<file path="config.mk">
export PLATFORM = sky130hd
export DESIGN_NAME = pipe_stage_buf
export DESIGN_NICKNAME = d
export VERILOG_FILES = /design/src/rtl/pipe_stage_buf.sv
export SDC_FILE = /design/constraint.sdc
export NUM_CORES = 1
export LEC_CHECK = 0
export BUFFER_PORTS_ARGS = -buffer_cell sky130_fd_sc_hd__buf_4
export CORE_MARGIN = 2
export CORE_UTILIZATION = 54
export DETAILED_ROUTE_END_ITERATION = 8
export PLACE_DENSITY_LB_ADDON = 0.12
export SLEW_MARGIN = 10
export SYNTH_ARGS = -nofsm -noshare
export SYNTH_HDL_FRONTEND = slang
export SYNTH_SLANG_ARGS = --single-unit
</file>
<file path="constraint.sdc">
create_clock -name clk -period 2.65 [get_ports clk]
set_clock_uncertainty 0.2 [all_clocks]
set_input_delay 0.3975 -clock clk [delete_from_list [all_inputs] [get_ports clk]]
set_output_delay 0.3975 -clock clk [all_outputs]
set_load 0.1 [all_outputs]
</file>
<file path="src/rtl/pipe_stage_buf.sv">
// Generic pipeline-stage buffer: valid/ready payload register with optional skid entry,
// AND-of-go stall control, synchronous flush and a saturating flushed-beat counter.
module pipe_stage_buf #(
  parameter int                DATA_W    = 57,
  parameter int                GO_N      = 2,
  parameter int                SKID      = 1,
  parameter logic [DATA_W-1:0] CLEAR_VAL = '0,
  parameter int                CNT_W     = 8
) (
  input  logic              clk,
  input  logic              rst_n,
  input  logic              in_valid,
  input  logic [DATA_W-1:0] in_data,
  output logic              in_ready,
  output logic              out_valid,
  output logic [DATA_W-1:0] out_data,
  input  logic              out_ready,
  input  logic [GO_N-1:0]   go,
  input  logic              clear,
  output logic [1:0]        occupancy,
  output logic [CNT_W-1:0]  flush_cnt
);

  localparam bit HAS_SKID = (SKID != 0);

  logic              m_valid;
  logic [DATA_W-1:0] m_data;
  logic              s_valid;
  logic [DATA_W-1:0] s_data;

  logic              go_all;
  logic              in_fire;
  logic              out_fire;
  logic [1:0]        held;
  logic [CNT_W:0]    cnt_sum;
  logic [CNT_W-1:0]  cnt_next;

  assign go_all = &go;

  // With a skid entry, in_ready only looks at local state so out_ready never reaches it.
  always_comb begin
    if (HAS_SKID) begin
      in_ready = go_all & ~s_valid & ~clear;
    end else begin
      in_ready = go_all & ~clear & (~m_valid | out_ready);
    end
  end

  assign in_fire   = in_valid & in_ready;
  assign out_fire  = m_valid & out_ready & go_all & ~clear;

  assign held      = {1'b0, m_valid} + {1'b0, s_valid};
  assign occupancy = held;
  assign out_valid = m_valid;
  assign out_data  = m_valid ? m_data : CLEAR_VAL;

  assign cnt_sum  = {1'b0, flush_cnt} + {{(CNT_W-1){1'b0}}, held};
  assign cnt_next = cnt_sum[CNT_W] ? {CNT_W{1'b1}} : cnt_sum[CNT_W-1:0];

  always_ff @(posedge clk or negedge rst_n) begin
    if (!rst_n) begin
      m_valid   <= 1'b0;
      m_data    <= CLEAR_VAL;
      s_valid   <= 1'b0;
      s_data    <= CLEAR_VAL;
      flush_cnt <= '0;
    end else if (clear) begin
      m_valid   <= 1'b0;
      m_data    <= CLEAR_VAL;
      s_valid   <= 1'b0;
      s_data    <= CLEAR_VAL;
      flush_cnt <= cnt_next;
    end else if (go_all) begin
      if (!m_valid || out_fire) begin
        if (s_valid) begin
          m_valid <= 1'b1;
          m_data  <= s_data;
          if (in_fire) begin
            s_data <= in_data;
          end else begin
            s_valid <= 1'b0;
            s_data  <= CLEAR_VAL;
          end
        end else if (in_fire) begin
          m_valid <= 1'b1;
          m_data  <= in_data;
        end else begin
          m_valid <= 1'b0;
          m_data  <= CLEAR_VAL;
        end
      end else if (in_fire && HAS_SKID) begin
        // Main entry is stuck downstream; park the new beat in the skid entry.
        s_valid <= 1'b1;
        s_data  <= in_data;
      end
    end
  end

endmodule
</file>
# Word level (Yosys, flattened, before mapping)
# Index checks and enable logic that the tools add are counted.
# totals
ff_bits	124
latchBits	0
ramBits	0
romBits	0
out_inout_bits	69
word_cells	47
memories	0
# op_classes
add_sub_neg	2
mul	0
div_mod_pow	0
magnitude_cmp	0
n_eq_ne	1
shifts	0
n_mux	22
bitwise	8
reduce_logical	9
# ops
operator	count
2-to-1 mux 57 bit	11
2-to-1 mux 1 bit	10
adder 8 x 2 -> 9 bit	1
2-to-1 mux 8 bit	1
AND 1 bit	6
AND reduction 2 bit	3
nonzero test 2 bit	2
inequality test 3 bit (second input constant)	1
AND reduction 3 bit	1
nonzero test 3 bit	1
adder 1 x 1 -> 2 bit	1
inverter 1 bit	2
zero test 1 bit	1
logical OR 1 bit	1

# Logic depth before layout (Yosys ltp)
# Gate-level depths: netlist of the first run.
# depth
ltp_word	9
depth_mapped	9
depth_no_buf	8

# Least setup slack after synthesis of the first run
# Ideal clock, no wire load.
# synth_timing
path_kind	reg2reg
start	reg m_valid (netlist: out_valid)
end	reg flush_cnt[4]
setup_time_ns	0.168
t_arrival_ns	3.308
required_time_ns	2.282
path_slack_ns	-1.025
path_stages_with_launch	9
path_buffers	1
path_cell_list	dfrtp_1 ha_1 inv_1 fa_1 and3b_1 clkbuf_1 nand2_1 a31oi_1 a21oi_1
# synth_between
elab_chain_cells	3
# synth_lines
item	line_no	text
start, declared	26	logic m_valid;
start signal, assigned	62	m_valid <= 1'b0;
start signal, assigned	68	m_valid <= 1'b0;
start signal, assigned	76	m_valid <= 1'b1;
adder 1 x 1 -> 2 bit	52	assign held = {1'b0, m_valid} + {1'b0, s_valid};
net occupancy[1]	20	output logic [1:0] occupancy,
adder 8 x 2 -> 9 bit	57	assign cnt_sum = {1'b0, flush_cnt} + {{(CNT_W-1){1'b0}}, held};
2-to-1 mux 8 bit	58	assign cnt_next = cnt_sum[CNT_W] ? {CNT_W{1'b1}} : cnt_sum[CNT_W-1:0];
end signal, assigned	72	flush_cnt <= cnt_next;
end, declared	21	output logic [CNT_W-1:0] flush_cnt
# The timed path passes the listed nets, and every way through them passes these cells.
# A chain may end at the register's enable or synchronous reset.

# Worst setup path after layout of the first run
# layout_timing
start	reg m_valid (netlist: out_valid)
end	out out_data[46]
# layout_between
elab_chain_cells	1
# layout_lines
item	line_no	text
2-to-1 mux 57 bit	55	assign out_data = m_valid ? m_data : CLEAR_VAL;
end, declared	16	output logic [DATA_W-1:0] out_data,
# No other way between the ends.

==> results of run 1 <==
## how the worst max path moves through the flow
stage                     startpoint      endpoint  slack, ns  cells after the start
after floorplan            out_valid  flush_cnt[4]      -0.05                      9
after global placement       s_valid  flush_cnt[4]       0.42                      8
after detailed placement     s_valid  flush_cnt[4]       0.34                      8
after CTS                  out_valid  out_data[15]       0.08                      3
after global routing       out_valid   out_data[4]      0.005                      3
final                      out_valid  out_data[46]       0.09                      3
## flip-flops by register name (all words and copies together) (netlist names)
name / flops
flush_cnt: 8
m_data: 57
out_valid: 1
s_data: 57
s_valid: 1
## what timing repair did
item	4_1_cts	5_1_grt
endpoints found under the setup margin	0	0
gates resized for setup	0	0
hold buffers	59	0
endpoints found under the hold margin	92	0
## cell usage after synthesis (all sizes together)
cell type  number  area share, %
a211o           1           0.15
a211oi          1           0.13
a21o            2           0.26
a21oi           7           0.61
a22o           57            8.7
a31oi           3           0.33
and2           57            6.2
and3            1           0.11
and3b           1           0.15
and4bb          1           0.22
buf            27            2.8
clkbuf         16            1.1
dfrtp         124             54
fa              1           0.35
ha              3           0.66
inv             3           0.20
mux2            2           0.39
mux2i          58             10
nand2          69            4.5
nand2b          1           0.11
nand3           5           0.44
nand4           1           0.11
nor2            4           0.26
nor2b           1           0.11
o211ai          1           0.13
o21ai          11           0.96
o31ai          47            6.2
or2             1           0.11
xnor2           1           0.15
## final cells by class
cell class / count / area (sq um)
fill: 666 / 2250
sequential: 124 / 3110
timing repair buffer: 202 / 1710
multi-input combinational: 337 / 2430
clock buffer: 25 / 514
inverter: 3 / 11.3
clock inverter: 5 / 80.1
tap: 136 / 170
## critical path, stage by stage (launching register included)
cell	delay (ns)
dfrtp_4	0.43
buf_4	0.47
and2_1	0.24
buf_4	0.30
## metal layers
layer	part of all wire, %	up-vias	track usage [%]
met5	0	-	0
li1	-	2170	-
met1	43	2387	36.0
met2	52	131	45.9
met4	1.1	0	7.98
met3	4.3	16	5.35
## through the flow
step | instances | util, % | TNS (ns)
finish | 832 | 78.1 | 0
global route | 832 | 78.1 | 0
CTS | 832 | 78.1 | 0
detailed placement | 743 | 66.6 | 0
global placement | 743 | 66.6 | 0
floorplan | 507 | - | -0.0545
## cells in the final DEF (no fill, tap or decap), drive strengths merged
cell type	count
bufinv	2
nor2	4
and3b	1
a21oi	7
nand2b	1
a21o	2
nand4	1
and4bb	1
o21ai	11
and2	57
a211o	1
ha	3
fa	1
buf	143
clkinv	1
mux2i	58
nand2	69
dlygate4sd3	59
o211ai	1
dfrtp	124
a22o	57
inv	3
and3	1
or2	1
nor2b	1
a31oi	3
clkbuf	25
xnor2	1
o31ai	47
a211oi	1
mux2	2
clkinvlp	2
nand3	5
## power by group
part / internal (uW) / total, uW / switching [uW]
clock network: 1500 / 2310 / 806
registers: 2000 / 2080 / 86.0
logic: 317 / 945 / 628
total: 3820 / 5340 / 1520
## cell families (layout without fill, tap and decap cells)
logic type / Yosys count / in the layout / synth area share, %
XOR/XNOR: 1 / 1 / 0.153
flip-flops: 124 / 124 / 54.3
buffers and inverters: 46 / 235 / 4.05
adder cells (fa/ha/maj): 4 / 4 / 1.01
AND/OR/NAND/NOR: 142 / 142 / 12.4
multiplexers: 60 / 60 / 10.6
AO/OA/AOI/OAI: 130 / 130 / 17.5
==> results_dict.tcl, run 1 <==
set metrics [dict create \
    r2r_slack_ns 0.32 \
    p_per_area_nw_per_um2 665 \
    finalPower_uw 5340 \
    fp.dieArea_sq_um 11400 \
    final_area_sq_um 8030 \
    area_growth_pct 40.6 \
    drv_slew 0 \
    setup_viol 0 \
    max-clock-path-buffers 2 \
    ant_nets 0 \
    holdCritStartpoint "go[0]" \
    overflow 0 \
    clockRootBuffer "clkbuf_8" \
    drt-initial-drc-count 254 \
    worst_slack_ns 0.0916 \
    initial_core_util_pct 55.6 \
    fmax_mhz 391 \
    crit_path_end_kind "output port" \
    synth-seq-cells 124 \
    wl_per_cell_microns 18.0 \
    worstHoldPathType "in2reg" \
    synthCells 507 \
    h-tree-depth 4 \
    postCtsSetupBuffers 0 \
    grt_pass1_vias 4811 \
    num_vias 4704 \
    dp_slack_ns 0.342 \
    worstSetupPathType "reg2out" \
    status "finished, final reports clean" \
    clk_pin_slew_ns 0.05 \
    antenna_found_initial 0 \
    vias_per_cell 5.65 \
    hold_end "out_valid" \
    avgSynthCellArea_sq_um 11.3 \
    synth_nets 575 \
    remaining_drc_errors 0 \
    rsz0062_at_grt "no" \
    synth_cell_types 32 \
    grt.total_usage_pct 27.2 \
    ff2ff_path_depth 8 \
    p_leak_uw 0.00374 \
    min_path_cells 3 \
    coreArea_sq_um 10300 \
    tightest_slew_ns 1.13 \
    worstPathMaxFanout 61 \
    cp.required_ns 2.05 \
    cts_sinks 124 \
    antenna_cells 0 \
    firstDrtPassIters 5 \
    die_h_microns 107 \
    grt_pass1_wl_microns 24300 \
    relSlewSlack_pct 24.5 \
    wl_microns 15000 \
    start_kind "flip-flop" \
    portBuffers 132 \
    grt_start_max_net_pins 95 \
    mappedNetlistArea_sq_um 5710 \
    final_nets 753 \
    holdWs_ns 0.0501 \
    place.gp.congestion 0.779 \
    cp.arrival_ns 1.96 \
    die_x_microns 107 \
    placed_cell_area_sq_um 6840 \
    yosys_warnings 0 \
    irDropWorstVdd_mv 0.430 \
    finalHoldViolCount 0 \
    clk_latency_ns 0.52 \
    cts_buffers 17 \
    ys_seq_area_share_pct 54.3 \
    r2r_end "flush_cnt[4]" \
    ios 133 \
    finalCriticalPeriod_ns 2.56 \
    finalCritPeriodShare_pct 96.5 \
    hpwl_microns 8480 \
    max_cap_violations 0 \
    cts_tree "yes" \
    r2r_start "s_valid" \
    drive_above_1_share_pct 26.4 \
    num_rows 37 \
]
Power figures use the tool's default switching activity.
==> run 2, diff against run 1 <==
--- a/config.mk
+++ b/config.mk
@@ -5,9 +5,10 @@
 export SDC_FILE = /design/constraint.sdc
 export NUM_CORES = 1
 export LEC_CHECK = 0
+export ABC_AREA = 1
 export BUFFER_PORTS_ARGS = -buffer_cell sky130_fd_sc_hd__buf_4
 export CORE_MARGIN = 2
-export CORE_UTILIZATION = 54
+export CORE_UTILIZATION = 55
 export DETAILED_ROUTE_END_ITERATION = 8
 export PLACE_DENSITY_LB_ADDON = 0.12
 export SLEW_MARGIN = 10
==> run 2 against run 1 <==
Against the previous run: sequential share of layout area decreased by 0.64 points; sequential power down 4%; cell count increased by 32%; critical path type unchanged; largest cell class unchanged; highest routed layer unchanged.
==> results_dict.tcl, run 2 <==
set metrics [dict create \
    mappedNetlistArea_sq_um 6460 \
    worstPathMaxFanout 23 \
    grt.total_usage_pct 29.1 \
    status "finished, final reports clean" \
    grt_start_max_net_pins 59 \
    crit_path_end_kind "output port" \
    grt_pass1_vias 6197 \
    fin_tns_setup_ns 0 \
    cts_buffers 17 \
    largestRegisters "m_data (57), s_data (57), flush_cnt (8)" \
    wl_microns 17400 \
    tightest_slew_ns 0.660 \
    hpwl_microns 10700 \
    yosys_warnings 0 \
    sw_frac_of_total_pct 25.6 \
    firstDrtPassIters 5 \
    synth_edf_count 0 \
    synth_top_area_share_pct 48.0 \
    highest_layer "met4" \
    cp.required_ns 2.05 \
    initial_core_util_pct 56.4 \
    synthArstFlopShare_pct 100 \
    ant_nets 0 \
    postCtsSetupBuffers 0 \
    drt-initial-drc-count 572 \
    p_leak_uw 0.00426 \
    h-tree-depth 4 \
    cts_sinks 124 \
    met1Wirelength_microns 7200 \
    synthTopCellsByCount "nand2_1, dfrtp_1, nor2_1, inv_1, nand4_1" \
    grt_pass1_wl_microns 29500 \
    finalPower_uw 4950 \
    yosysMostFrequentCell "nand2_1" \
    portBuffers 132 \
    finalHoldViolCount 0 \
    switching_power_uw 1270 \
    drive_above_1_share_pct 23.7 \
    remaining_drc_errors 0 \
    overflow 0 \
    final_area_sq_um 8160 \
    die_h_microns 112 \
    vias_per_cell 5.60 \
    mostFrequentLayoutCell "nand2_1" \
    avgSynthCellArea_sq_um 7.71 \
    synth-seq-cells 124 \
    ys_seq_area_share_pct 48.0 \
    finalCritPeriodShare_pct 90.7 \
    p_per_area_nw_per_um2 607 \
    utilization_pct 71.1 \
    final_nets 1009 \
    wl_per_cell_microns 15.9 \
    relSlewSlack_pct 56.0 \
    synth_cell_types 27 \
    worstSetupPathType "reg2out" \
    die_x_microns 112 \
    synth_flop_cell "dfrtp_1" \
    cts_tree "yes" \
    max_cap_violations 0 \
    pwr-share-comb_pct 11.6 \
    clockRootBuffer "clkbuf_16" \
    irDropWorstVdd_mv 0.445 \
    area_growth_pct 26.2 \
    clk_latency_ns 0.42 \
    seqPwrFrac_pct 40.4 \
    final_cell_mix "nand2_1, buf_4, dfrtp_1" \
    netlist_top_cells_area "dfrtp_1, nand2_1, nor2_1" \
    route.met3.wl_microns 1260 \
    fmax_mhz 416 \
    fp.dieArea_sq_um 12600 \
    synth_top_cell_by_area "dfrtp_1" \
    rsz0062_at_grt "no" \
    antenna_found_initial 0 \
    worstHoldPathType "in2reg" \
    synth_nets 906 \
    power.share.clock_pct 47.9 \
    cp.arrival_ns 1.81 \
    start_kind "flip-flop" \
    dp_slack_ns 0.274 \
    synthCells 838 \
    ios 133 \
    wl_met2_microns 8610 \
    drv_slew 0 \
    num_rows 39 \
    num_vias 6140 \
    setup_viol 0 \
    p_int_uw 3680 \
    coreArea_sq_um 11500 \
    max-clock-path-buffers 2 \
    worst_slack_ns 0.245 \
    place.gp.congestion 0.845 \
    clk_pin_slew_ns 0.05 \
    antenna_cells 0 \
    finalCriticalPeriod_ns 2.40 \
    placed_cell_area_sq_um 7540 \
]
run 2: cell types whose count changed after synthesis, sizes merged, moves of 4 or more:
cell	previous run	this run
o211ai	1	55
nand3	5	9
and2	57	0
a22o	57	0
inv	3	71
buf	27	54
a21oi	7	2
nand4	1	60
nor2	4	122
mux2i	58	0
o21ai	11	60
nand2	69	256
o31ai	47	0
run 2: kinds of logic (layout without fill, tap and decap cells):
kind of cell             count (synthesis)  in the layout  share of synthesized area (%)
AND/OR/NAND/NOR                        448            448                           28.8
buffers and inverters                  140            255                           10.4
flip-flops                             124            124                           48.0
AO/OA/AOI/OAI                          120            120                           11.6
adder cells (fa/ha/maj)                  4              4                          0.890
XOR/XNOR                                 2              2                          0.271
run 2: worst paths after layout:
| path | slack [ns] | to | depth (start not counted) | start |
|---|---|---|---|---|
| min in group asynchronous | 0.27 | m_data[52] | 2 | rst_n |
| max in group asynchronous | 1.33 | s_data[10] | 3 | rst_n |
| min | 0.03 | s_data[16] | 3 | in_data[16] |
| min reg2reg | 0.28 | s_data[9] | 2 | s_data[9] |
| max | 0.25 | out_data[31] | 4 | out_valid |
| max reg2reg | 0.25 | flush_cnt[7] | 11 | out_valid |
run 2: power by group through the flow:
stage	clock network (uW)	registers, uW	logic (uW)
finish	2370	2000	576
global route	2460	2010	622
CTS	2380	2000	576
detailed placement	0	2030	571
global placement	0	2030	564
floorplan	0	2150	240
run 2: timing repair:
action	in CTS	in global routing
hold buffers	1	0
gates resized for setup	0	0
endpoints found under the hold margin	28	0
run 2: worst max-delay path, cell delays in order, from the launching register on:
cell and delay [ns]:
dfrtp_4 0.55, buf_4 0.32, nand2_1 0.14, clkinvlp_4 0.09
buf_4 0.28
run 2: area by class of cell:
type,instances,area (sq um)
Clock inverter,8,115
Tap cell,143,179
Clock buffer,23,488
Multi-Input combinational cell,574,2710
Sequential cell,124,3110
Inverter,71,379
Timing Repair Buffer,153,1180
Fill cell,913,3310
run 2: through the flow:
| step | hold WS (ns) | std cells |
|---|---|---|
| 2_1_floorplan | -0.0981 | 838 |
| 3_3_place_gp | 0.180 | 1064 |
| 3_5_place_dp | 0.184 | 1064 |
| 4_1_cts | 0.0288 | 1096 |
| 5_1_grt | 0.0464 | 1096 |
| 6_report | 0.0313 | 1096 |
run 2: layer usage:
metal | GRT usage (%) | vias to the layer above
li1 | - | 2917
met1 | 37.1 | 2928
met2 | 47.9 | 263
met3 | 7.40 | 32
met4 | 11.5 | 0
met5 | 0 | -
==> run 3, diff against run 2 <==
--- a/config.mk
+++ b/config.mk
@@ -6,7 +6,7 @@
 export NUM_CORES = 1
 export LEC_CHECK = 0
 export ABC_AREA = 1
-export BUFFER_PORTS_ARGS = -buffer_cell sky130_fd_sc_hd__buf_4
+export BUFFER_PORTS_ARGS = -buffer_cell sky130_fd_sc_hd__buf_2
 export CORE_MARGIN = 2
 export CORE_UTILIZATION = 55
 export DETAILED_ROUTE_END_ITERATION = 8
==> run 3 against run 2 <==
Against the previous run: first-iteration DRC count is 27% higher; sequential share of layout area is 1.2 points higher; register-to-register slack better by 0.07 ns; maximum frequency is 4.2% lower; die area stayed put; clock power hardly changed; cell area is 3.1% lower; via count hardly changed; count of clock-buffer cells in the layout is 3 higher; critical path depth stayed put; combinational power is 4.3% lower; global-route usage is 0.57 points lower.
==> results_dict.tcl, run 3 (same netlist as run 2, synthesis figures left out) <==
set metrics [dict create \
    wl_per_cell_microns 15.7 \
    die_h_microns 112 \
    cts_tree "yes" \
    holdWs_ns 0.0355 \
    finalHoldViolCount 0 \
    clk_latency_ns 0.42 \
    largestRegisters "m_data (57), s_data (57), flush_cnt (8)" \
    irDropWorstVdd_mv 0.433 \
    die_x_microns 112 \
    grt_pass1_wl_microns 28900 \
    grt_start_max_net_pins 55 \
    drive_above_1_share_pct 24.1 \
    worstPathMaxFanout 32 \
    final_area_sq_um 7910 \
    drv_slew 0 \
    relSlewSlack_pct 60.8 \
    worstHoldPathType "in2reg" \
    overflow 0 \
    num_vias 6145 \
    place.gp.congestion 0.827 \
    start_kind "flip-flop" \
    ant_nets 0 \
    area_growth_pct 22.3 \
    initial_core_util_pct 56.4 \
    hpwl_microns 10900 \
    postCtsSetupBuffers 0 \
    worstSetupPathType "reg2out" \
    vias_per_cell 5.57 \
    placedCellCount 1068 \
    status "finished, final reports clean" \
    placed_cell_area_sq_um 7270 \
    fmax_mhz 398 \
    nFillCells 924 \
    max_cap_violations 0 \
    coreArea_sq_um 11500 \
    h-tree-depth 4 \
    ios 133 \
    remaining_drc_errors 0 \
    grt.total_usage_pct 28.5 \
    num_rows 39 \
    firstDrtPassIters 6 \
    cp.arrival_ns 1.91 \
    dp_slack_ns 0.336 \
    cts_buffers 17 \
    setup_viol 0 \
    p_leak_uw 0.00424 \
    clk_pin_slew_ns 0.06 \
    final_nets 1013 \
    fp.dieArea_sq_um 12600 \
    rsz0062_at_grt "no" \
    antenna_found_initial 2 \
    cp.required_ns 2.05 \
    max-clock-path-buffers 2 \
    finalCritPeriodShare_pct 94.7 \
    drt-initial-drc-count 724 \
    mostFrequentLayoutCell "nand2_1" \
    final_cell_mix "nand2_1, buf_2, dfrtp_1" \
    finalPower_uw 4910 \
    tightest_slew_ns 0.588 \
    clockRootBuffer "clkbuf_16" \
    wl_microns 17400 \
    crit_path_end_kind "output port" \
    worst_slack_ns 0.141 \
    cts_sinks 124 \
    portBuffers 132 \
    finalCriticalPeriod_ns 2.51 \
    stdcell_count 1103 \
    p_per_area_nw_per_um2 621 \
    grt_pass1_vias 5870 \
]
## run 3: changes by cell type in the layout (fill, tap and decap cells not counted)
cell / previous run / this run
clkbuf_8: 4 / 7
buf_4: 150 / 20
bufinv_16: 3 / 2
buf_12: 2 / 4
inv_2: 3 / 2
clkbuf_4: 0 / 2
diode_2: 0 / 2
buf_6: 0 / 1
buf_2: 0 / 129
## run 3: worst paths after layout
check / start / endpoint / slack, ns / cells past startpoint
worst min register to register: s_data[20] / s_data[20] / 0.28 / 2
max in group asynchronous: rst_n / flush_cnt[6] / 1.20 / 3
worst max-delay path: out_valid / out_data[46] / 0.14 / 4
worst min-delay path: in_data[18] / s_data[18] / 0.04 / 3
min in group asynchronous: rst_n / m_data[55] / 0.32 / 2
worst max register to register: out_valid / flush_cnt[0] / 0.32 / 9
## run 3: where the power goes
group / internal, uW / switching (uW)
registers: 1950 / 42.5
clock network: 1550 / 807
logic: 134 / 416
## run 3: what timing repair did
item | in CTS | in global routing
endpoints found under the setup margin | 0 | 21
gates resized for setup | 0 | 3
hold buffers | 1 | 0
hold endpoints to repair | 39 | 0
## run 3: critical path, stage by stage, from the launching register on
cell	delay, ns
dfrtp_4	0.55
buf_6	0.29
nand2_1	0.15
clkinvlp_4	0.08
buf_2	0.41
## run 3: stage by stage
stage / TNS (ns) / utilization (%)
after global placement: 0 / 63.4
final: 0 / 68.9
after detailed placement: 0 / 63.4
after floorplan: -0.0194 / -
after CTS: 0 / 68.8
after global routing: 0 / 68.9
## run 3: routing by layer
layer / track usage (%) / up-vias / routed length, microns
met3: 6.64 / 34 / 1300
met1: 39.2 / 2919 / 7480
met5: 0 / - / 0
met4: 10.8 / 0 / 328
li1: - / 2923 / -
met2: 44.4 / 269 / 8250
## run 3: area by class of cell
class	count	area (sq um)	share of cell area (%)
antenna	2	5.00	0.0633
clock buffer	26	529	6.69
clock inverter	6	80.1	1.01
inverter	71	380	4.81
multi-input combinational	574	2710	34.3
sequential	124	3110	39.3
tap	143	179	2.26
timing repair buffer	157	912	11.5
